--- src/rtl/gray_sequence_monitor.sv ---
// Gray sequence monitor: decodes sampled Gray codes, classifies each step as hold/up/down/illegal,
// tracks direction, wrap and error count, and reports lock status through a small FSM.
module gray_sequence_monitor #(
  parameter int unsigned WIDTH     = 3,
  parameter int unsigned ERR_CNT_W = 4
) (
  input  logic                 clk,
  input  logic                 reset,
  input  logic                 valid,
  input  logic [WIDTH-1:0]     gray_in,
  output logic [WIDTH-1:0]     bin_out,
  output logic                 dir_out,
  output logic                 step_err,
  output logic                 wrap,
  output logic [ERR_CNT_W-1:0] err_count,
  output logic                 locked
);

  localparam logic [1:0] IDLE   = 2'd0;
  localparam logic [1:0] TRACK  = 2'd1;
  localparam logic [1:0] RESYNC = 2'd2;

  localparam logic [WIDTH-1:0]     BIN_MAX = '1;
  localparam logic [WIDTH-1:0]     STEP_UP = WIDTH'(1);
  localparam logic [ERR_CNT_W-1:0] ERR_MAX = '1;

  logic [1:0]           state_q, state_d;
  logic [WIDTH-1:0]     bin_q, bin_d;
  logic                 dir_q, dir_d;
  logic                 step_err_q, step_err_d;
  logic                 wrap_q, wrap_d;
  logic [ERR_CNT_W-1:0] err_q, err_d;
  logic                 good_q, good_d;
  logic                 locked_q;

  logic [WIDTH-1:0]     bin_new;
  logic [WIDTH-1:0]     diff;
  logic                 is_hold, is_up, is_down;

  // Each binary bit is the XOR of the Gray bits at and above it.
  always_comb begin
    bin_new = '0;
    for (int i = 0; i < int'(WIDTH); i++) begin
      bin_new[i] = ^(gray_in >> i);
    end
  end

  always_comb begin
    diff    = bin_new - bin_q;
    is_hold = (diff == '0);
    is_up   = (diff == STEP_UP);
    is_down = (diff == BIN_MAX);
  end

  always_ff @(posedge clk or negedge reset) begin
    if (!reset) begin
      state_q    <= IDLE;
      bin_q      <= '0;
      dir_q      <= 1'b1;
      step_err_q <= 1'b0;
      wrap_q     <= 1'b0;
      err_q      <= '0;
      good_q     <= 1'b0;
      locked_q   <= 1'b0;
    end else begin
      state_q    <= state_d;
      bin_q      <= bin_d;
      dir_q      <= dir_d;
      step_err_q <= step_err_d;
      wrap_q     <= wrap_d;
      err_q      <= err_d;
      good_q     <= good_d;
      locked_q   <= (state_d == TRACK);
    end
  end

  // Next-state and output decisions; the previous reference is always the current bin_q.
  always_comb begin
    state_d    = state_q;
    bin_d      = bin_q;
    dir_d      = dir_q;
    step_err_d = 1'b0;
    wrap_d     = 1'b0;
    err_d      = err_q;
    good_d     = good_q;

    if (valid) begin
      case (state_q)
        IDLE: begin
          bin_d   = bin_new;
          good_d  = 1'b0;
          state_d = TRACK;
        end
        TRACK, RESYNC: begin
          if (is_up || is_down) begin
            bin_d  = bin_new;
            dir_d  = is_up;
            wrap_d = is_up ? (bin_q == BIN_MAX) : (bin_q == '0);
            if (state_q == RESYNC) begin
              good_d = ~good_q;
              if (good_q) begin
                state_d = TRACK;
              end
            end
          end else if (!is_hold) begin
            step_err_d = 1'b1;
            bin_d      = bin_new;
            good_d     = 1'b0;
            state_d    = RESYNC;
            if (err_q != ERR_MAX) begin
              err_d = err_q + ERR_CNT_W'(1);
            end
          end
        end
        default: begin
          state_d = IDLE;
        end
      endcase
    end
  end

  assign bin_out   = bin_q;
  assign dir_out   = dir_q;
  assign step_err  = step_err_q;
  assign wrap      = wrap_q;
  assign err_count = err_q;
  assign locked    = locked_q;

endmodule

--- config.mk ---
export PLATFORM = sky130hd
export DESIGN_NAME = gray_sequence_monitor
export DESIGN_NICKNAME = d
export VERILOG_FILES = /design/src/rtl/gray_sequence_monitor.sv
export SDC_FILE = /design/constraint.sdc
export NUM_CORES = 1
export LEC_CHECK = 0
export BUFFER_PORTS_ARGS = -buffer_cell sky130_fd_sc_hd__buf_2
export CORE_MARGIN = 2
export CORE_UTILIZATION = 56
export CTS_BUF_LIST = sky130_fd_sc_hd__clkbuf_8
export CTS_CLUSTER_DIAMETER = 100
export DETAILED_ROUTE_END_ITERATION = 12
export PLACE_DENSITY = 0.84
export RECOVER_POWER = 50
export SLEW_MARGIN = 20
export SYNTH_ARGS = -nofsm -noshare
export SYNTH_HDL_FRONTEND = slang
export SYNTH_SLANG_ARGS = --single-unit
export TNS_END_PERCENT = 50
--- constraint.sdc ---
create_clock -name clk -period 2.51 [get_ports clk]
set_input_delay 0.1255 -clock clk [delete_from_list [all_inputs] [get_ports clk]]
set_output_delay 0.1255 -clock clk [all_outputs]
set_load 0.01 [all_outputs]
==> run_summary.xml, run 1 <==
<?xml version="1.0" encoding="UTF-8"?>
<metrics>
  <group name="route">
    <metric name="avgRoutedWirePerCell" unit="um">14.8</metric>
    <metric name="drt_iter0_drc" unit="">10</metric>
    <metric name="drcViolationCount" unit="">0</metric>
    <metric name="route.final.wire_length" unit="mm">1.82</metric>
    <metric name="drt_pass1_iterations" unit="">4</metric>
    <metric name="drt.antenna.violating_nets" unit="">0</metric>
    <metric name="routed-via-count" unit="">735</metric>
    <metric name="drt-vias-per-instance" unit="">5.98</metric>
  </group>
  <group name="clock_tree">
    <metric name="cts_tree" unit="">done</metric>
    <metric name="ctsRootBufferMaster" unit="">sky130_fd_sc_hd__clkbuf_8</metric>
    <metric name="cts_sinks" unit="">14</metric>
    <metric name="ctsResizeCount" unit="">0</metric>
    <metric name="numCtsBuffers" unit="">3</metric>
    <metric name="worstSkewPairLatency" unit="ns">0.25</metric>
    <metric name="cts.reportedPaths.clkPinSlew" unit="ns">0.06</metric>
    <metric name="cts_buffer_depth" unit="">2</metric>
    <metric name="htree_num_levels" unit="">1</metric>
  </group>
  <group name="sta">
    <metric name="final_min_period" unit="ns">2.39</metric>
    <metric name="unrepaired_setup_endpoints_after_global_routing" unit="">no</metric>
    <metric name="min_period_over_period" unit="%">95.1</metric>
    <metric name="fmax" unit="GHz">0.419</metric>
    <metric name="hold_ws" unit="ns">0.228</metric>
    <metric name="worst-slew-pin-transition" unit="ns">0.759</metric>
    <metric name="slew_headroom" unit="%">49.4</metric>
    <metric name="report.final.setup_viol" unit="">0</metric>
    <metric name="final-max-slew-violation-count" unit="">0</metric>
    <metric name="fin_skew" unit="ns">0.00543</metric>
    <metric name="setup_ws" unit="ns">0.124</metric>
    <metric name="timing.final.hold_violations" unit="">0</metric>
  </group>
  <group name="logic_synthesis">
    <metric name="mappedNetlistNets" unit="">91</metric>
    <metric name="synth_top_area_share" unit="%">37.2</metric>
    <metric name="synth_cell_type_count" unit="">33</metric>
    <metric name="post_synth_xor_area_fraction" unit="%">8.73</metric>
    <metric name="dominant_combinational_cell_family_by_area_after_synthesis" unit="">simple AND/OR/NAND/NOR gates</metric>
    <metric name="synth-edff-count" unit="">0</metric>
    <metric name="netlist_instances" unit="">79</metric>
    <metric name="synth_area_leader_cell" unit="">sky130_fd_sc_hd__dfrtp_1</metric>
    <metric name="synth_compound_area_share" unit="%">9.01</metric>
    <metric name="synth_top_cells_by_area" unit="">sky130_fd_sc_hd__dfrtp_1 37%, sky130_fd_sc_hd__ha_1 7.2%, sky130_fd_sc_hd__mux2_2 3.9%</metric>
    <metric name="synth_mux_area_share" unit="%">10.7</metric>
    <metric name="synth.avg_cell_area" unit="um2">11.1</metric>
    <metric name="seq_area_frac_synth" unit="%">40.2</metric>
    <metric name="synth_simple_gate_area_share" unit="%">17.6</metric>
    <metric name="number_of_flip_flops_and_latches_in_the_synthesized_netlist" unit="">14</metric>
    <metric name="yosysWarningCount" unit="">0</metric>
    <metric name="synthesis.area" unit="um2">875</metric>
    <metric name="postSynth.asyncResetShare" unit="%">100</metric>
    <metric name="post_synth_fa_ha_maj_area_fraction" unit="%">9.44</metric>
    <metric name="dominantRegCellSynth" unit="">sky130_fd_sc_hd__dfrtp_1</metric>
  </group>
  <group name="floorplan">
    <metric name="dieArea" unit="um2">1890</metric>
    <metric name="floorplan.initialDensity" unit="%">58.7</metric>
    <metric name="core.rowCount" unit="">14</metric>
    <metric name="die-height" unit="um">43.5</metric>
    <metric name="boundaryPins" unit="">17</metric>
    <metric name="die_width" unit="um">43.5</metric>
    <metric name="placeableCoreArea" unit="um2">1490</metric>
  </group>
  <group name="layout">
    <metric name="fraction_of_layout_instances_using_a_drive_strength_above_1" unit="%">28.0</metric>
    <metric name="flow.area_growth_from_synthesis" unit="%">22.9</metric>
    <metric name="fillCellCount" unit="">103</metric>
    <metric name="antennaDiodeCount" unit="">0</metric>
    <metric name="finish.net_count" unit="">120</metric>
    <metric name="layout.cells.most_common" unit="">sky130_fd_sc_hd__dfrtp_1</metric>
    <metric name="final_cells" unit="">123</metric>
    <metric name="finish.utilization" unit="%">72.2</metric>
    <metric name="layout.cells.most_common_list" unit="">13 x sky130_fd_sc_hd__dfrtp_1, 10 x sky130_fd_sc_hd__buf_2, 9 x sky130_fd_sc_hd__inv_1</metric>
  </group>
  <group name="place">
    <metric name="placed_instances" unit="">118</metric>
    <metric name="detailed_place_hpwl" unit="mm">1.36</metric>
    <metric name="dp_worst_setup_slack" unit="ns">-0.140</metric>
    <metric name="total_of_buffers_placed_on_input_and_output_ports" unit="">16</metric>
    <metric name="place.gp.congestion" unit="">0.759</metric>
  </group>
  <group name="critical_path">
    <metric name="worst_ep_arrival_time" unit="ns">2.52</metric>
    <metric name="critPathRequiredTime" unit="ns">2.65</metric>
    <metric name="worst-path-max-fanout" unit="">4</metric>
    <metric name="critPathKind" unit="">input port to flop</metric>
    <metric name="timing.critical_path.to_type" unit="">flop</metric>
    <metric name="start_kind" unit="">input port</metric>
  </group>
  <group name="status">
    <metric name="run_status" unit="">complete, no violations</metric>
  </group>
  <group name="pwr">
    <metric name="total_power" unit="mW">1.55</metric>
    <metric name="powerDensity" unit="nW/um2">1440</metric>
    <metric name="peakVddDrop" unit="uV">988</metric>
    <metric name="leakage" unit="nW">0.513</metric>
  </group>
  <group name="global_route">
    <metric name="grt_start_max_net_pins" unit="">15</metric>
    <metric name="grt_antenna_before_repair" unit="">0</metric>
    <metric name="grt_first_pass_wirelength" unit="mm">3.06</metric>
    <metric name="first_global_vias" unit="">736</metric>
    <metric name="grt.overflow.total" unit="">0</metric>
    <metric name="globalRouteTotalUtil" unit="%">22.5</metric>
  </group>
  <group name="flow_run">
    <metric name="cap_viol_max_count" unit="">0</metric>
  </group>
  <group name="hold_path">
    <metric name="timing.hold.worst.class" unit="">input port to flop</metric>
  </group>
</metrics>
## metrics by stage
| step | TNS (ns) | instance area, um2 |
|---|---|---|
| after floorplan | 0 | 875 |
| after global placement | -0.00941 | 1030 |
| after detailed placement | -0.476 | 1030 |
| after CTS | 0 | 1080 |
| after global routing | 0 | 1070 |
| final | 0 | 1070 |
## cell type report
cell class	instances	area (um2)	share of cell area, %
clock inverters	1	3.75	0.349
clock buffers	3	41.3	3.84
repair buffers	25	143	13.3
inverters	8	30.0	2.79
multi-input cells	56	485	45.2
well taps	16	20.0	1.86
flip-flops and latches	14	352	32.7
## registers in the layout (all words and copies together), names as in the netlist
name / count
bin_out: 3
dir_out: 1
err_count: 4
good_q: 1
locked: 1
state_q: 2
step_err: 1
wrap: 1
## cells in the mapped netlist (2+ instances only)
master / count
sky130_fd_sc_hd__mux2_2: 3
sky130_fd_sc_hd__mux2i_1: 3
sky130_fd_sc_hd__mux2_4: 2
sky130_fd_sc_hd__dfrtp_1: 13
sky130_fd_sc_hd__nand3_1: 3
sky130_fd_sc_hd__inv_1: 8
sky130_fd_sc_hd__o21ai_0: 3
sky130_fd_sc_hd__a211oi_1: 2
sky130_fd_sc_hd__nor3_1: 3
sky130_fd_sc_hd__nand2_1: 5
sky130_fd_sc_hd__xnor2_1: 3
sky130_fd_sc_hd__xor2_1: 3
sky130_fd_sc_hd__ha_1: 5
sky130_fd_sc_hd__nor4_1: 2
sky130_fd_sc_hd__nand2b_1: 3
## where the power goes
part | leakage (nW) | switching [mW] | total [mW] | internal, mW
logic | 0.314 | 0.479 | 0.948 | 0.469
registers | 0.171 | 0.0903 | 0.415 | 0.324
clock network | 0.0269 | 0.0792 | 0.188 | 0.108
total | 0.513 | 0.648 | 1.55 | 0.902
## timing repair
action | in CTS | in global routing
setup buffers | 0 | 0
hold endpoints to repair | 13 | 0
hold buffers | 1 | 0
## cell families (layout without fill, tap and decap cells)
logic type      count (synthesis)  in the layout
simple gates                   24             24
flops                          14             14
compound gates                 11             11
buf+inv                         9             37
mux                             8              8
xor+xnor                        7              7
fa+ha+maj                       6              6
## worst paths after layout
check | from | to | slack [ns] | cells after the start
setup / recovery | gray_in[1] | err_count[1] | 0.12 | 10
hold / removal | valid | wrap | 0.23 | 3
setup reg to reg | bin_out[1] | err_count[1] | 0.20 | 6
hold reg to reg | dir_out | dir_out | 0.51 | 2
max in group asynchronous | reset | err_count[3] | 1.57 | 2
min in group asynchronous | reset | bin_out[1] | 0.46 | 2
## layer usage
metal	global-route usage [%]	vias up	part of all wire, %
li1	-	341	-
met1	26.0	351	39
met2	36.1	30	48
met3	4.17	13	5.4
met4	18.2	0	7.0
met5	0	-	0
## worst max-delay path, cell delays in order
cell and delay [ns]:
sky130_fd_sc_hd__buf_2 0.11, sky130_fd_sc_hd__xor2_1 0.23, sky130_fd_sc_hd__xnor2_1 0.18, sky130_fd_sc_hd__ha_1 0.19, sky130_fd_sc_hd__inv_1 0.05, sky130_fd_sc_hd__fa_1 0.40
sky130_fd_sc_hd__xnor3_2 0.27, sky130_fd_sc_hd__mux2i_1 0.18, sky130_fd_sc_hd__nor4_1 0.40, sky130_fd_sc_hd__mux2_2 0.38
Note: power is estimated with default switching activity, not from simulation.
==> run 2, diff against run 1 <==
MAX_ROUTING_LAYER = met4   (was not set)
==> run_summary.xml, run 2 (synthesized netlist as in run 1, its figures left out) <==
<?xml version="1.0" encoding="UTF-8"?>
<metrics>
  <group name="status">
    <metric name="run_status" unit="">complete, no violations</metric>
  </group>
  <group name="sta">
    <metric name="final_min_period" unit="ns">2.39</metric>
    <metric name="fmax" unit="GHz">0.419</metric>
    <metric name="worst-slew-pin-transition" unit="ns">0.759</metric>
    <metric name="report.final.setup_viol" unit="">0</metric>
    <metric name="slew_headroom" unit="%">49.4</metric>
    <metric name="min_period_over_period" unit="%">95.1</metric>
    <metric name="fin_skew" unit="ns">0.00543</metric>
    <metric name="unrepaired_setup_endpoints_after_global_routing" unit="">no</metric>
    <metric name="final-max-slew-violation-count" unit="">0</metric>
    <metric name="timing.final.hold_violations" unit="">0</metric>
    <metric name="hold_ws" unit="ns">0.228</metric>
  </group>
  <group name="clock_tree">
    <metric name="cts_tree" unit="">done</metric>
    <metric name="cts.reportedPaths.clkPinSlew" unit="ns">0.06</metric>
    <metric name="ctsRootBufferMaster" unit="">sky130_fd_sc_hd__clkbuf_8</metric>
    <metric name="cts_sinks" unit="">14</metric>
    <metric name="cts_buffer_depth" unit="">2</metric>
    <metric name="htree_num_levels" unit="">1</metric>
    <metric name="numCtsBuffers" unit="">3</metric>
    <metric name="worstSkewPairLatency" unit="ns">0.25</metric>
  </group>
  <group name="route">
    <metric name="routed-via-count" unit="">735</metric>
    <metric name="drt.antenna.violating_nets" unit="">0</metric>
    <metric name="drt-vias-per-instance" unit="">5.98</metric>
    <metric name="route.final.wire_length" unit="mm">1.82</metric>
    <metric name="drcViolationCount" unit="">0</metric>
    <metric name="avgRoutedWirePerCell" unit="um">14.8</metric>
    <metric name="drt_pass1_iterations" unit="">4</metric>
    <metric name="drt_iter0_drc" unit="">10</metric>
  </group>
  <group name="critical_path">
    <metric name="timing.critical_path.to_type" unit="">flop</metric>
    <metric name="rr_startpoint" unit="">bin_out[1]</metric>
    <metric name="worst_ep_arrival_time" unit="ns">2.52</metric>
    <metric name="critPathLaunch" unit="">gray_in[1]</metric>
    <metric name="cp-endpoint" unit="">err_count[1]</metric>
    <metric name="worst-path-max-fanout" unit="">4</metric>
    <metric name="reg2regPathDepth" unit="">6</metric>
    <metric name="critPathKind" unit="">input port to flop</metric>
    <metric name="r2r_end" unit="">err_count[1]</metric>
    <metric name="reg2reg_slack" unit="ns">0.20</metric>
    <metric name="start_kind" unit="">input port</metric>
    <metric name="critPathRequiredTime" unit="ns">2.65</metric>
  </group>
  <group name="place">
    <metric name="placed_instances" unit="">118</metric>
    <metric name="total_of_buffers_placed_on_input_and_output_ports" unit="">16</metric>
    <metric name="place.gp.congestion" unit="">0.769</metric>
    <metric name="detailed_place_hpwl" unit="mm">1.36</metric>
  </group>
  <group name="global_route">
    <metric name="grt.overflow.total" unit="">0</metric>
    <metric name="grt_start_max_net_pins" unit="">15</metric>
    <metric name="first_global_vias" unit="">735</metric>
    <metric name="grt_antenna_before_repair" unit="">0</metric>
    <metric name="globalRouteTotalUtil" unit="%">23.2</metric>
    <metric name="grt_first_pass_wirelength" unit="mm">3.06</metric>
  </group>
  <group name="floorplan">
    <metric name="floorplan.initialDensity" unit="%">58.7</metric>
    <metric name="core.rowCount" unit="">14</metric>
    <metric name="boundaryPins" unit="">17</metric>
    <metric name="die_width" unit="um">43.5</metric>
    <metric name="die-height" unit="um">43.5</metric>
    <metric name="dieArea" unit="um2">1890</metric>
    <metric name="placeableCoreArea" unit="um2">1490</metric>
  </group>
  <group name="flow_run">
    <metric name="cap_viol_max_count" unit="">0</metric>
  </group>
  <group name="pwr">
    <metric name="power_frac_comb" unit="%">61.1</metric>
    <metric name="intPower" unit="mW">0.902</metric>
    <metric name="share_seq_of_total_power" unit="%">26.8</metric>
    <metric name="clock_power_share" unit="%">12.1</metric>
    <metric name="power.switching_fraction" unit="%">41.8</metric>
    <metric name="peakVddDrop" unit="uV">988</metric>
    <metric name="total_power" unit="mW">1.55</metric>
    <metric name="leakage" unit="nW">0.513</metric>
    <metric name="power.net_switching" unit="mW">0.648</metric>
    <metric name="powerDensity" unit="nW/um2">1440</metric>
  </group>
  <group name="layout">
    <metric name="fraction_of_layout_instances_using_a_drive_strength_above_1" unit="%">28.0</metric>
    <metric name="finish.net_count" unit="">120</metric>
    <metric name="layout.cells.most_common_list" unit="">13 x sky130_fd_sc_hd__dfrtp_1, 10 x sky130_fd_sc_hd__buf_2, 9 x sky130_fd_sc_hd__inv_1</metric>
    <metric name="antennaDiodeCount" unit="">0</metric>
    <metric name="largest_reg_flops" unit="">4</metric>
    <metric name="final_cells" unit="">123</metric>
    <metric name="layout.cells.most_common" unit="">sky130_fd_sc_hd__dfrtp_1</metric>
    <metric name="flow.area_growth_from_synthesis" unit="%">22.9</metric>
  </group>
  <group name="hold_path">
    <metric name="timing.hold.worst.class" unit="">input port to flop</metric>
    <metric name="timing.hold.worst.start" unit="">valid</metric>
  </group>
</metrics>
==> run 2: how the worst min path moves through the flow <==
stage | cells after the start | slack (ns) | endpoint
finish | 3 | 0.23 | wrap
global route | 3 | 0.25 | bin_out[0]
CTS | 3 | 0.23 | wrap
detailed placement | 1 | 0.04 | bin_out[2]
global placement | 1 | 0.03 | bin_out[2]
floorplan | 0 | -0.17 | bin_out[0]
==> run 2: critical path, stage by stage <==
cell                      delay (ns)
sky130_fd_sc_hd__buf_2          0.11
sky130_fd_sc_hd__xor2_1         0.23
sky130_fd_sc_hd__xnor2_1        0.18
sky130_fd_sc_hd__ha_1           0.19
sky130_fd_sc_hd__inv_1          0.05
sky130_fd_sc_hd__fa_1           0.40
sky130_fd_sc_hd__xnor3_2        0.27
sky130_fd_sc_hd__mux2i_1        0.18
sky130_fd_sc_hd__nor4_1         0.40
sky130_fd_sc_hd__mux2_2         0.38
==> run 2: power groups by stage <==
stage,logic (mW),registers (mW),clock network (mW)
after floorplan,0.588,0.442,0
after global placement,0.906,0.412,0
after detailed placement,0.939,0.419,0
after CTS,0.953,0.415,0.189
after global routing,1.05,0.427,0.199
final,0.948,0.415,0.188
==> run 2: stage by stage <==
stage	utilization [%]	cell area (um2)	setup TNS (ns)	setup slack [ns]
2_1_floorplan	-	875	0	0.0221
3_3_place_gp	69.0	1030	-0.00941	-0.00941
3_5_place_dp	69.0	1030	-0.476	-0.140
4_1_cts	72.7	1080	0	0.105
5_1_grt	72.2	1070	0	0.00177
6_report	72.2	1070	0	0.124
==> run 2: final cells by class <==
cell class,count,area (um2)
Clock inverter,1,3.75
Timing Repair Buffer,25,143
Clock buffer,3,41.3
Multi-Input combinational cell,56,485
Sequential cell,14,352
Tap cell,16,20.0
Fill cell,103,414
Inverter,8,30.0
==> run 2: repair_timing <==
action	in CTS	in global routing
hold buffers	1	0
endpoints found under the hold margin	13	0
setup buffers	0	0
gates resized for setup	0	0
==> run 2: layer usage <==
metal  track usage [%]  wire (um)  vias to the layer above  part of all wire [%]
li1                  -          -                      341                     -
met2              36.1        880                       30                    48
met5                 -          0                        -                     0
met3              4.17         98                       13                   5.4
met4              18.2        128                        0                   7.0
met1              26.0        716                      351                    39
==> run 3, diff against run 2 <==
CORE_UTILIZATION = 35   (was 56)
PLACE_DENSITY = 0.58   (was 0.84)
==> run_summary.xml, run 3 (synthesized netlist as in run 1, its figures left out) <==
<?xml version="1.0" encoding="UTF-8"?>
<metrics>
  <group name="sta">
    <metric name="fin_skew" unit="ns">0.00735</metric>
    <metric name="unrepaired_setup_endpoints_after_global_routing" unit="">no</metric>
    <metric name="final_min_period" unit="ns">2.34</metric>
    <metric name="slew_headroom" unit="%">47.5</metric>
    <metric name="setup_ws" unit="ns">0.172</metric>
    <metric name="worst-slew-pin-transition" unit="ns">0.788</metric>
    <metric name="report.final.setup_viol" unit="">0</metric>
    <metric name="timing.final.hold_violations" unit="">0</metric>
    <metric name="min_period_over_period" unit="%">93.1</metric>
    <metric name="fmax" unit="GHz">0.428</metric>
    <metric name="hold_ws" unit="ns">0.219</metric>
    <metric name="final-max-slew-violation-count" unit="">0</metric>
  </group>
  <group name="layout">
    <metric name="antennaDiodeCount" unit="">0</metric>
    <metric name="layout.cells.most_common_list" unit="">13 x sky130_fd_sc_hd__dfrtp_1, 10 x sky130_fd_sc_hd__buf_2, 9 x sky130_fd_sc_hd__inv_1, 9 x sky130_fd_sc_hd__buf_4, 6 x sky130_fd_sc_hd__clkbuf_1</metric>
    <metric name="fillCellCount" unit="">258</metric>
    <metric name="layout.area.seq" unit="um2">352</metric>
    <metric name="finish.net_count" unit="">121</metric>
    <metric name="largest_reg_flops" unit="">4</metric>
    <metric name="finish.utilization" unit="%">45.5</metric>
    <metric name="flow.area_growth_from_synthesis" unit="%">26.5</metric>
    <metric name="multi_input_comb_area" unit="um2">492</metric>
    <metric name="layout.cells.most_common" unit="">sky130_fd_sc_hd__dfrtp_1</metric>
    <metric name="fraction_of_layout_instances_using_a_drive_strength_above_1" unit="%">29.6</metric>
  </group>
  <group name="status">
    <metric name="run_status" unit="">complete, no violations</metric>
  </group>
  <group name="floorplan">
    <metric name="dieArea" unit="um2">2910</metric>
    <metric name="placeableCoreArea" unit="um2">2430</metric>
    <metric name="floorplan.initialDensity" unit="%">36.0</metric>
    <metric name="boundaryPins" unit="">17</metric>
    <metric name="die_width" unit="um">54.0</metric>
    <metric name="die-height" unit="um">54.0</metric>
    <metric name="core.rowCount" unit="">18</metric>
  </group>
  <group name="critical_path">
    <metric name="start_kind" unit="">input port</metric>
    <metric name="worst-path-max-fanout" unit="">3</metric>
    <metric name="timing.critical_path.to_type" unit="">flop</metric>
    <metric name="cp_cell_sequence" unit="">buf_2, xor2_1, xnor2_1, ha_1, inv_1, fa_1, xnor3_2, or4b_4, nand3b_4, mux2_4</metric>
    <metric name="worst_ep_arrival_time" unit="ns">2.47</metric>
    <metric name="critPathRequiredTime" unit="ns">2.65</metric>
    <metric name="critPathSlowestCell" unit="">sky130_fd_sc_hd__or4b_4</metric>
    <metric name="critical-path-max-stage-delay" unit="ns">0.52</metric>
    <metric name="critPathKind" unit="">input port to flop</metric>
  </group>
  <group name="route">
    <metric name="avgRoutedWirePerCell" unit="um">12.0</metric>
    <metric name="route.final.wire_length" unit="mm">1.66</metric>
    <metric name="drt-vias-per-instance" unit="">4.88</metric>
    <metric name="drt.antenna.violating_nets" unit="">0</metric>
    <metric name="drcViolationCount" unit="">0</metric>
    <metric name="drt_pass1_iterations" unit="">6</metric>
    <metric name="routed-via-count" unit="">674</metric>
    <metric name="drt_iter0_drc" unit="">4</metric>
  </group>
  <group name="clock_tree">
    <metric name="cts.reportedPaths.clkPinSlew" unit="ns">0.06</metric>
    <metric name="htree_num_levels" unit="">1</metric>
    <metric name="ctsRootBufferMaster" unit="">sky130_fd_sc_hd__clkbuf_8</metric>
    <metric name="worstSkewPairLatency" unit="ns">0.25</metric>
    <metric name="postCtsSetupBuffers" unit="">0</metric>
    <metric name="cts_tree" unit="">done</metric>
    <metric name="cts_sinks" unit="">14</metric>
    <metric name="cts_buffer_depth" unit="">2</metric>
    <metric name="numCtsBuffers" unit="">3</metric>
  </group>
  <group name="global_route">
    <metric name="grt_start_max_net_pins" unit="">15</metric>
    <metric name="globalRouteTotalUtil" unit="%">14.7</metric>
    <metric name="grt_antenna_before_repair" unit="">0</metric>
    <metric name="grt.overflow.total" unit="">0</metric>
    <metric name="first_global_vias" unit="">692</metric>
    <metric name="grt_first_pass_wirelength" unit="mm">3.01</metric>
  </group>
  <group name="pwr">
    <metric name="powerDensity" unit="nW/um2">1390</metric>
    <metric name="leakage" unit="nW">0.518</metric>
    <metric name="peakVddDrop" unit="uV">778</metric>
  </group>
  <group name="hold_path">
    <metric name="timing.hold.worst.class" unit="">input port to flop</metric>
  </group>
  <group name="place">
    <metric name="dp_worst_setup_slack" unit="ns">-0.0936</metric>
    <metric name="place.gp.congestion" unit="">0.755</metric>
    <metric name="total_of_buffers_placed_on_input_and_output_ports" unit="">16</metric>
    <metric name="detailed_place_hpwl" unit="mm">1.32</metric>
  </group>
  <group name="flow_run">
    <metric name="cap_viol_max_count" unit="">0</metric>
  </group>
</metrics>
-- run 3: stage by stage --
step / power [mW] / cells / cell area (um2) / setup TNS, ns
floorplan: 1.03 / 79 / 875 / 0
global placement: 1.35 / 133 / 1050 / -0.0192
CTS: 1.56 / 138 / 1110 / 0
global route: 1.71 / 138 / 1110 / 0
detailed placement: 1.36 / 133 / 1050 / -0.362
finish: 1.54 / 138 / 1110 / 0
-- run 3: worst max-delay path: cells and delay by family --
family	cells	cell delay, ns
multiplexers	1	0.30
XOR/XNOR	3	0.68
buffers and inverters	2	0.15
AND/OR/NAND/NOR	2	0.64
adder cells (fa/ha/maj)	2	0.59
-- run 3: path summary, 6_finish.rpt --
check                               endpoint        from  cells past startpoint  slack, ns
worst min register to register       dir_out     dir_out                      2       0.52
max in group asynchronous       err_count[3]       reset                      2       1.53
worst max register to register    bin_out[2]  bin_out[0]                      7       0.25
worst max-delay path              bin_out[2]  gray_in[1]                     10       0.17
worst min-delay path              bin_out[0]  gray_in[0]                      3       0.22
min in group asynchronous         bin_out[1]       reset                      2       0.48
-- run 3: metal layers --
metal	up-vias	GRT usage (%)	share of wire [%]
li1	340	-	-
met1	317	17.3	45
met2	14	24.6	48
met3	3	3.33	5.5
met4	0	5.00	1.4
met5	-	-	0
-- run 3: what timing repair did --
action / in CTS / in global routing
setup endpoints to repair: 0 / 1
hold buffers: 1 / 0
endpoints found under the hold margin: 13 / 0
gates resized for setup: 0 / 1
-- run 3: power breakdown --
part	switching (mW)	total [mW]	leakage [nW]	internal, mW
sequential	0.0863	0.411	0.171	0.324
clock	0.0796	0.188	0.0269	0.108
combinational	0.463	0.942	0.320	0.479
total	0.629	1.54	0.518	0.912
-- run 3: cell type report --
| type | count | share of cell area (%) |
|---|---|---|
| timing repair buffer | 26 | 13.6 |
| inverter | 8 | 2.71 |
| multi-input combinational | 56 | 44.5 |
| clock buffer | 3 | 3.73 |
| tap | 30 | 3.39 |
| sequential | 14 | 31.8 |
| clock inverter | 1 | 0.339 |
